==> config.mk <==
export PLATFORM = sky130hd
export DESIGN_NAME = systolic_feeder
export DESIGN_NICKNAME = d
export VERILOG_FILES = /design/src/rtl/systolic_feeder.sv
export SDC_FILE = /design/constraint.sdc
export NUM_CORES = 1
export LEC_CHECK = 0
export ABC_CLOCK_PERIOD_IN_PS = 3000
export BUFFER_PORTS_ARGS = -buffer_cell sky130_fd_sc_hd__buf_4
export CAP_MARGIN = 10
export CELL_PAD_IN_SITES_DETAIL_PLACEMENT = 1
export CELL_PAD_IN_SITES_GLOBAL_PLACEMENT = 2
export CORE_UTILIZATION = 29
export CTS_CLUSTER_SIZE = 8
export DETAILED_ROUTE_END_ITERATION = 8
export PLACE_DENSITY_LB_ADDON = 0.15
export SLEW_MARGIN = 20
export SYNTH_ARGS = -nofsm -noshare
export SYNTH_HDL_FRONTEND = slang
export SYNTH_SLANG_ARGS = --single-unit
==> constraint.sdc <==
create_clock -name clk -period 3 [get_ports clk]
set_input_delay 0.6 -clock clk [delete_from_list [all_inputs] [get_ports clk]]
set_output_delay 0.6 -clock clk [all_outputs]
set_load 0.02 [all_outputs]
==> src/rtl/systolic_feeder.sv <==
// Skews two captured square operand matrices into diagonal, zero-padded edge streams for systolic_array.
// Optional FEEDER_DIM_MASK_EN: zero elements outside the active dim_n x dim_n sub-matrix.
module systolic_feeder #(
  parameter  int data_width = 32,
  parameter  int bus_width  = 64,
  localparam int max_dim    = bus_width / data_width
) (
  input  logic                                  clk,
  input  logic                                  reset,
  input  logic                                  start_bit,
  input  logic [max_dim*max_dim*data_width-1:0] operand_a,
  input  logic [max_dim*max_dim*data_width-1:0] operand_b,
  input  logic [$clog2(max_dim):0]              dim_n,
  output logic [max_dim*data_width-1:0]         a_out,
  output logic [max_dim*data_width-1:0]         b_out,
  output logic                                  done_paddign,
  output logic                                  busy,
  output logic                                  feed_done
);

  localparam int MAT_W  = max_dim * max_dim * data_width;
  localparam int LANE_W = max_dim * data_width;
  localparam int CNT_W  = (max_dim > 1) ? $clog2(2 * max_dim) : 1;
  localparam logic [CNT_W-1:0] STREAM_LAST = CNT_W'(2 * max_dim - 2);
  localparam logic [CNT_W-1:0] FLUSH_LAST  = CNT_W'(max_dim - 1);

  typedef enum logic [1:0] {
    IDLE   = 2'd0,
    STREAM = 2'd1,
    FLUSH  = 2'd2,
    DONE   = 2'd3
  } state_t;

  state_t             state_q, state_d;
  logic [CNT_W-1:0]   cnt_q, cnt_d;
  logic [MAT_W-1:0]   cap_a_q, cap_a_d;
  logic [MAT_W-1:0]   cap_b_q, cap_b_d;
  logic [LANE_W-1:0]  a_out_q, a_out_d;
  logic [LANE_W-1:0]  b_out_q, b_out_d;
  logic               pad_q, pad_d;
  logic               busy_q, busy_d;
  logic               feed_done_q, feed_done_d;
  int                 dim_eff;

`ifdef FEEDER_DIM_MASK_EN
  always_comb begin
    dim_eff = max_dim;
    if ((dim_n != '0) && (int'(dim_n) <= max_dim)) dim_eff = int'(dim_n);
  end
`else
  logic unused_dim;
  assign unused_dim = ^dim_n;
  assign dim_eff    = max_dim;
`endif

  // Lane i carries A[i][t-i]; anything off the matrix or outside the active dimension is zero.
  function automatic logic [LANE_W-1:0] slice_a(input logic [MAT_W-1:0] m, input int t, input int dim);
    logic [LANE_W-1:0] v;
    int                k;
    v = '0;
    for (int i = 0; i < max_dim; i++) begin
      k = t - i;
      if ((k >= 0) && (k < max_dim) && (i < dim) && (k < dim))
        v[data_width*i +: data_width] = m[data_width*(i*max_dim+k) +: data_width];
    end
    return v;
  endfunction

  // Lane j carries B[t-j][j].
  function automatic logic [LANE_W-1:0] slice_b(input logic [MAT_W-1:0] m, input int t, input int dim);
    logic [LANE_W-1:0] v;
    int                k;
    v = '0;
    for (int j = 0; j < max_dim; j++) begin
      k = t - j;
      if ((k >= 0) && (k < max_dim) && (j < dim) && (k < dim))
        v[data_width*j +: data_width] = m[data_width*(k*max_dim+j) +: data_width];
    end
    return v;
  endfunction

  always_comb begin
    state_d     = state_q;
    cnt_d       = cnt_q;
    cap_a_d     = cap_a_q;
    cap_b_d     = cap_b_q;
    a_out_d     = '0;
    b_out_d     = '0;
    pad_d       = 1'b0;
    feed_done_d = 1'b0;
    case (state_q)
      IDLE: begin
        if (start_bit) begin
          cap_a_d = operand_a;
          cap_b_d = operand_b;
          cnt_d   = '0;
          state_d = STREAM;
          a_out_d = slice_a(operand_a, 0, dim_eff);
          b_out_d = slice_b(operand_b, 0, dim_eff);
          pad_d   = 1'b1;
        end
      end
      STREAM: begin
        pad_d = 1'b1;
        if (cnt_q == STREAM_LAST) begin
          cnt_d   = '0;
          state_d = FLUSH;
        end else begin
          cnt_d   = cnt_q + 1'b1;
          a_out_d = slice_a(cap_a_q, int'(cnt_q) + 1, dim_eff);
          b_out_d = slice_b(cap_b_q, int'(cnt_q) + 1, dim_eff);
        end
      end
      FLUSH: begin
        if (cnt_q == FLUSH_LAST) begin
          cnt_d       = '0;
          state_d     = DONE;
          feed_done_d = 1'b1;
        end else begin
          cnt_d = cnt_q + 1'b1;
          pad_d = 1'b1;
        end
      end
      DONE: begin
        // Wait for the request level to drop so a held start_bit cannot retrigger.
        if (!start_bit) state_d = IDLE;
      end
      default: state_d = IDLE;
    endcase
    busy_d = (state_d != IDLE);
  end

  always_ff @(posedge clk) begin
    if (reset) begin
      state_q     <= IDLE;
      cnt_q       <= '0;
      cap_a_q     <= '0;
      cap_b_q     <= '0;
      a_out_q     <= '0;
      b_out_q     <= '0;
      pad_q       <= 1'b0;
      busy_q      <= 1'b0;
      feed_done_q <= 1'b0;
    end else begin
      state_q     <= state_d;
      cnt_q       <= cnt_d;
      cap_a_q     <= cap_a_d;
      cap_b_q     <= cap_b_d;
      a_out_q     <= a_out_d;
      b_out_q     <= b_out_d;
      pad_q       <= pad_d;
      busy_q      <= busy_d;
      feed_done_q <= feed_done_d;
    end
  end

  assign a_out        = a_out_q;
  assign b_out        = b_out_q;
  assign done_paddign = pad_q;
  assign busy         = busy_q;
  assign feed_done    = feed_done_q;

endmodule
==> metrics.md <==
| Metric | Value |
|---|---|
| Status | `finished, final reports clean` |
| Worst setup SP type | `register` |
| Worst-Skew Late Latency | `0.57 ns` |
| Worst path max stage delay | `0.59 ns` |
| Layout area overhead | `36.07%` |
| Cell count after synthesis | `1,432` |
| Clock Skews | `0.01956 ns` |
| GP Congestion | `0.7482` |
| Syn_area_per_cell | `8.592 µm²` |
| # Max-Cap Violations | `0` |
| Final min period | `2.308 ns` |
| Drt wl/cell | `18.74 µm` |
| Via count | `11,120` |
| Post-synth cell types | `34` |
| Power per cell area | `860.1 mW/mm²` |
| Worst Setup End Kind | `register` |
| Pre-CTS setup slack | `0.6560 ns` |
| CTS tree | `yes` |
| Core ar. | `0.04185 mm²` |
| Worst path required time | `3.48 ns` |
| Clk root buf | `clkbuf_16` |
| Cell Area, Synth | `0.01230 mm²` |
| 1st-iter DRT viols | `521` |
| Sum Neg Setup Slack | `0 ns` |
| Vias per cell | `4.804` |
| Max clock buf depth | `3` |
| Initial Util | `29.40%` |
| Crit path DAT | `2.79 ns` |
| Synth top area cells | `dfxtp_1, nand2_1, a21oi_1` |
| Fin. Hold Viols | `0` |
| # port buffers | `389` |
| Vias in the first global route | `11,480` |
| Cts bufs inserted | `47` |
| Htree depth | `2` |
| Die Width | `208.0 µm` |
| Sequential fraction of the synthesis area | `53.20%` |
| Cts repair resizes | `0` |
| Post-route ant nets | `0` |
| Number of synthesized flops with an enable pin | `0` |
| Commonest non-fill, non-tap cell in the layout | `nand2_1` |
| Post-CTS Setup Bufs | `0` |
| Initial antenna violation count | `3` |
| Tcrit/Tclk final | `76.94%` |
| Die ar. | `0.04326 mm²` |
| Post-synthesis register bit count | `327` |
| Total track usage | `19.77%` |
| Layout cells sized above 1 | `26.86%` |
| Final wirelength | `43,370 µm` |
| Worst hold path class | `input pin to register` |
| Layout Cell Area excl Fill | `0.01674 mm²` |
| Hold buffers post-CTS | `0` |
| Ys async rst share | `0%` |
| Slew margin rel. | `37.84%` |
| First-pass DRT Iterations | `4` |
| Final nets | `2,039` |
| Setup-failing EPs final | `0` |
| First-pass GRT wire length | `66,790 µm` |
| Setup CP Type | `register to register` |
| CP max-delay cell | `and2_4` |
| Gr ovfl total | `0` |
| Area post-placement | `0.01546 mm²` |
| Die height | `208.0 µm` |
| Primary FF master, synth | `dfxtp_1` |
| Slew @ Worst Pin | `0.9323 ns` |
| Worst setup margin | `0.6919 ns` |
| Final hold slack | `0.2617 ns` |
| WP buf/inv | `2` |
| Post-Route Utilization | `40.00%` |
| Residual DRC | `0` |
| Slew Limit Fails | `0` |
| Leakage power | `0.006741 µW` |
| Area leader, netlist | `dfxtp_1` |
| Peak VDD IR | `0.4209 mV` |
| Leading cell types in the layout, fill and taps excluded | `nand2_1, buf_4, dfxtp_1, a21oi_1, nor2_1` |
| CTS clk-pin slew, worst paths | `0.05 ns` |
| Synthesized Nets | `1,704` |
| Num ports | `392` |
| RSZ-0062 raised after global routing | `no` |
| # rows | `75` |
| CP top delay family | `simple AND/OR/NAND/NOR gates` |
| TritonCTS Sinks | `327` |
| Top-area cell type share of the netlist area | `53.20%` |
| Crit-path max FO | `33` |
| Pin count of the biggest net entering global routing | `79` |
| Max Fclk | `0.4333 GHz` |
| HPWL after DPL | `28,150 µm` |
| CP cell instances | `inv_1, ha_1, and2_4, buf_4, nand2_1, a21oi_1` |
| Warning count from the yosys run | `0` |
==> through the flow <==
step	std cells	power (µW)
floorplan	1432	8356
global placement	2256	9747
detailed placement	2256	9825
CTS	2310	14680
global route	2312	15300
finish	2314	14400
==> power breakdown <==
group	switching [µW]	leakage (µW)	internal, µW	total [µW]
clock network	1870	0.000615	2880	4750
registers	361	0.00267	5070	5430
logic	2680	0.00345	1540	4220
==> cells by family (layout without fill, tap and decap cells) <==
group	count (synthesis)	after routing	synth area share, %
adders and majority gates	11	11	1.119
DFF	327	327	53.20
buffers and inverters	133	473	6.620
and+or+nand+nor	565	565	17.82
other	0	3	0
muxes	33	33	2.685
AOI/OAI and AO/OA	363	363	18.56
==> registers in the layout (all words and copies together) (netlist names) <==
register / flops
state_q: 2
cap_a_q: 96
b_out: 64
feed_done: 1
done_paddign: 1
a_out: 64
cap_b_q: 96
busy: 1
cnt_q: 2
==> cells in the mapped netlist, types with 16 or more instances <==
| cell type | instances |
|---|---|
| nand2_1 | 450 |
| dfxtp_1 | 327 |
| a21oi_1 | 194 |
| nor2_1 | 98 |
| a22oi_1 | 64 |
| buf_2 | 48 |
| clkbuf_1 | 39 |
| a32oi_1 | 33 |
| mux2i_1 | 33 |
| o22ai_1 | 32 |
| o2bb2ai_1 | 32 |
| buf_6 | 26 |
| buf_4 | 16 |
==> worst register-to-register path: cells and delay by family (launching register included) <==
kind            cells  cell delay [ns]
simple gates        2             0.72
buf+inv             2             0.48
flops               1             0.38
compound gates      1             0.13
fa+ha+maj           1             0.52
==> layout make-up <==
| class | count | area [µm²] |
|---|---|---|
| fill | 4929 | 25110 |
| sequential | 327 | 6551 |
| multi-input combinational | 972 | 4991 |
| timing repair buffer | 415 | 3244 |
| clock buffer | 53 | 1251 |
| tap | 539 | 674.4 |
| inverter | 4 | 15.01 |
| clock inverter | 1 | 7.507 |
| antenna | 3 | 7.507 |
==> per-layer routing <==
metal | vias up | track usage [%] | share of wire (%)
met3 | 63 | 6.853 | 7.7
met5 | - | 0 | 0.042
met2 | 268 | 31.87 | 46
met1 | 5292 | 24.82 | 44
li1 | 5492 | - | -
met4 | 2 | 5.798 | 2.1
==> worst paths after layout <==
check / from / to / slack (ns) / depth (start not counted)
setup / recovery: state_q[1]$_SDFF_PP0_ / cap_b_q[117]$_SDFFE_PP0P_ / 0.69 / 6
hold / removal: operand_b[4] / b_out[4]$_SDFF_PP0_ / 0.26 / 3
setup reg to reg: state_q[1]$_SDFF_PP0_ / cap_b_q[117]$_SDFFE_PP0P_ / 0.69 / 6
hold reg to reg: cap_a_q[42]$_SDFFE_PP0P_ / cap_a_q[42]$_SDFFE_PP0P_ / 0.45 / 2
No activity file was read; power rests on OpenSTA's default activity.
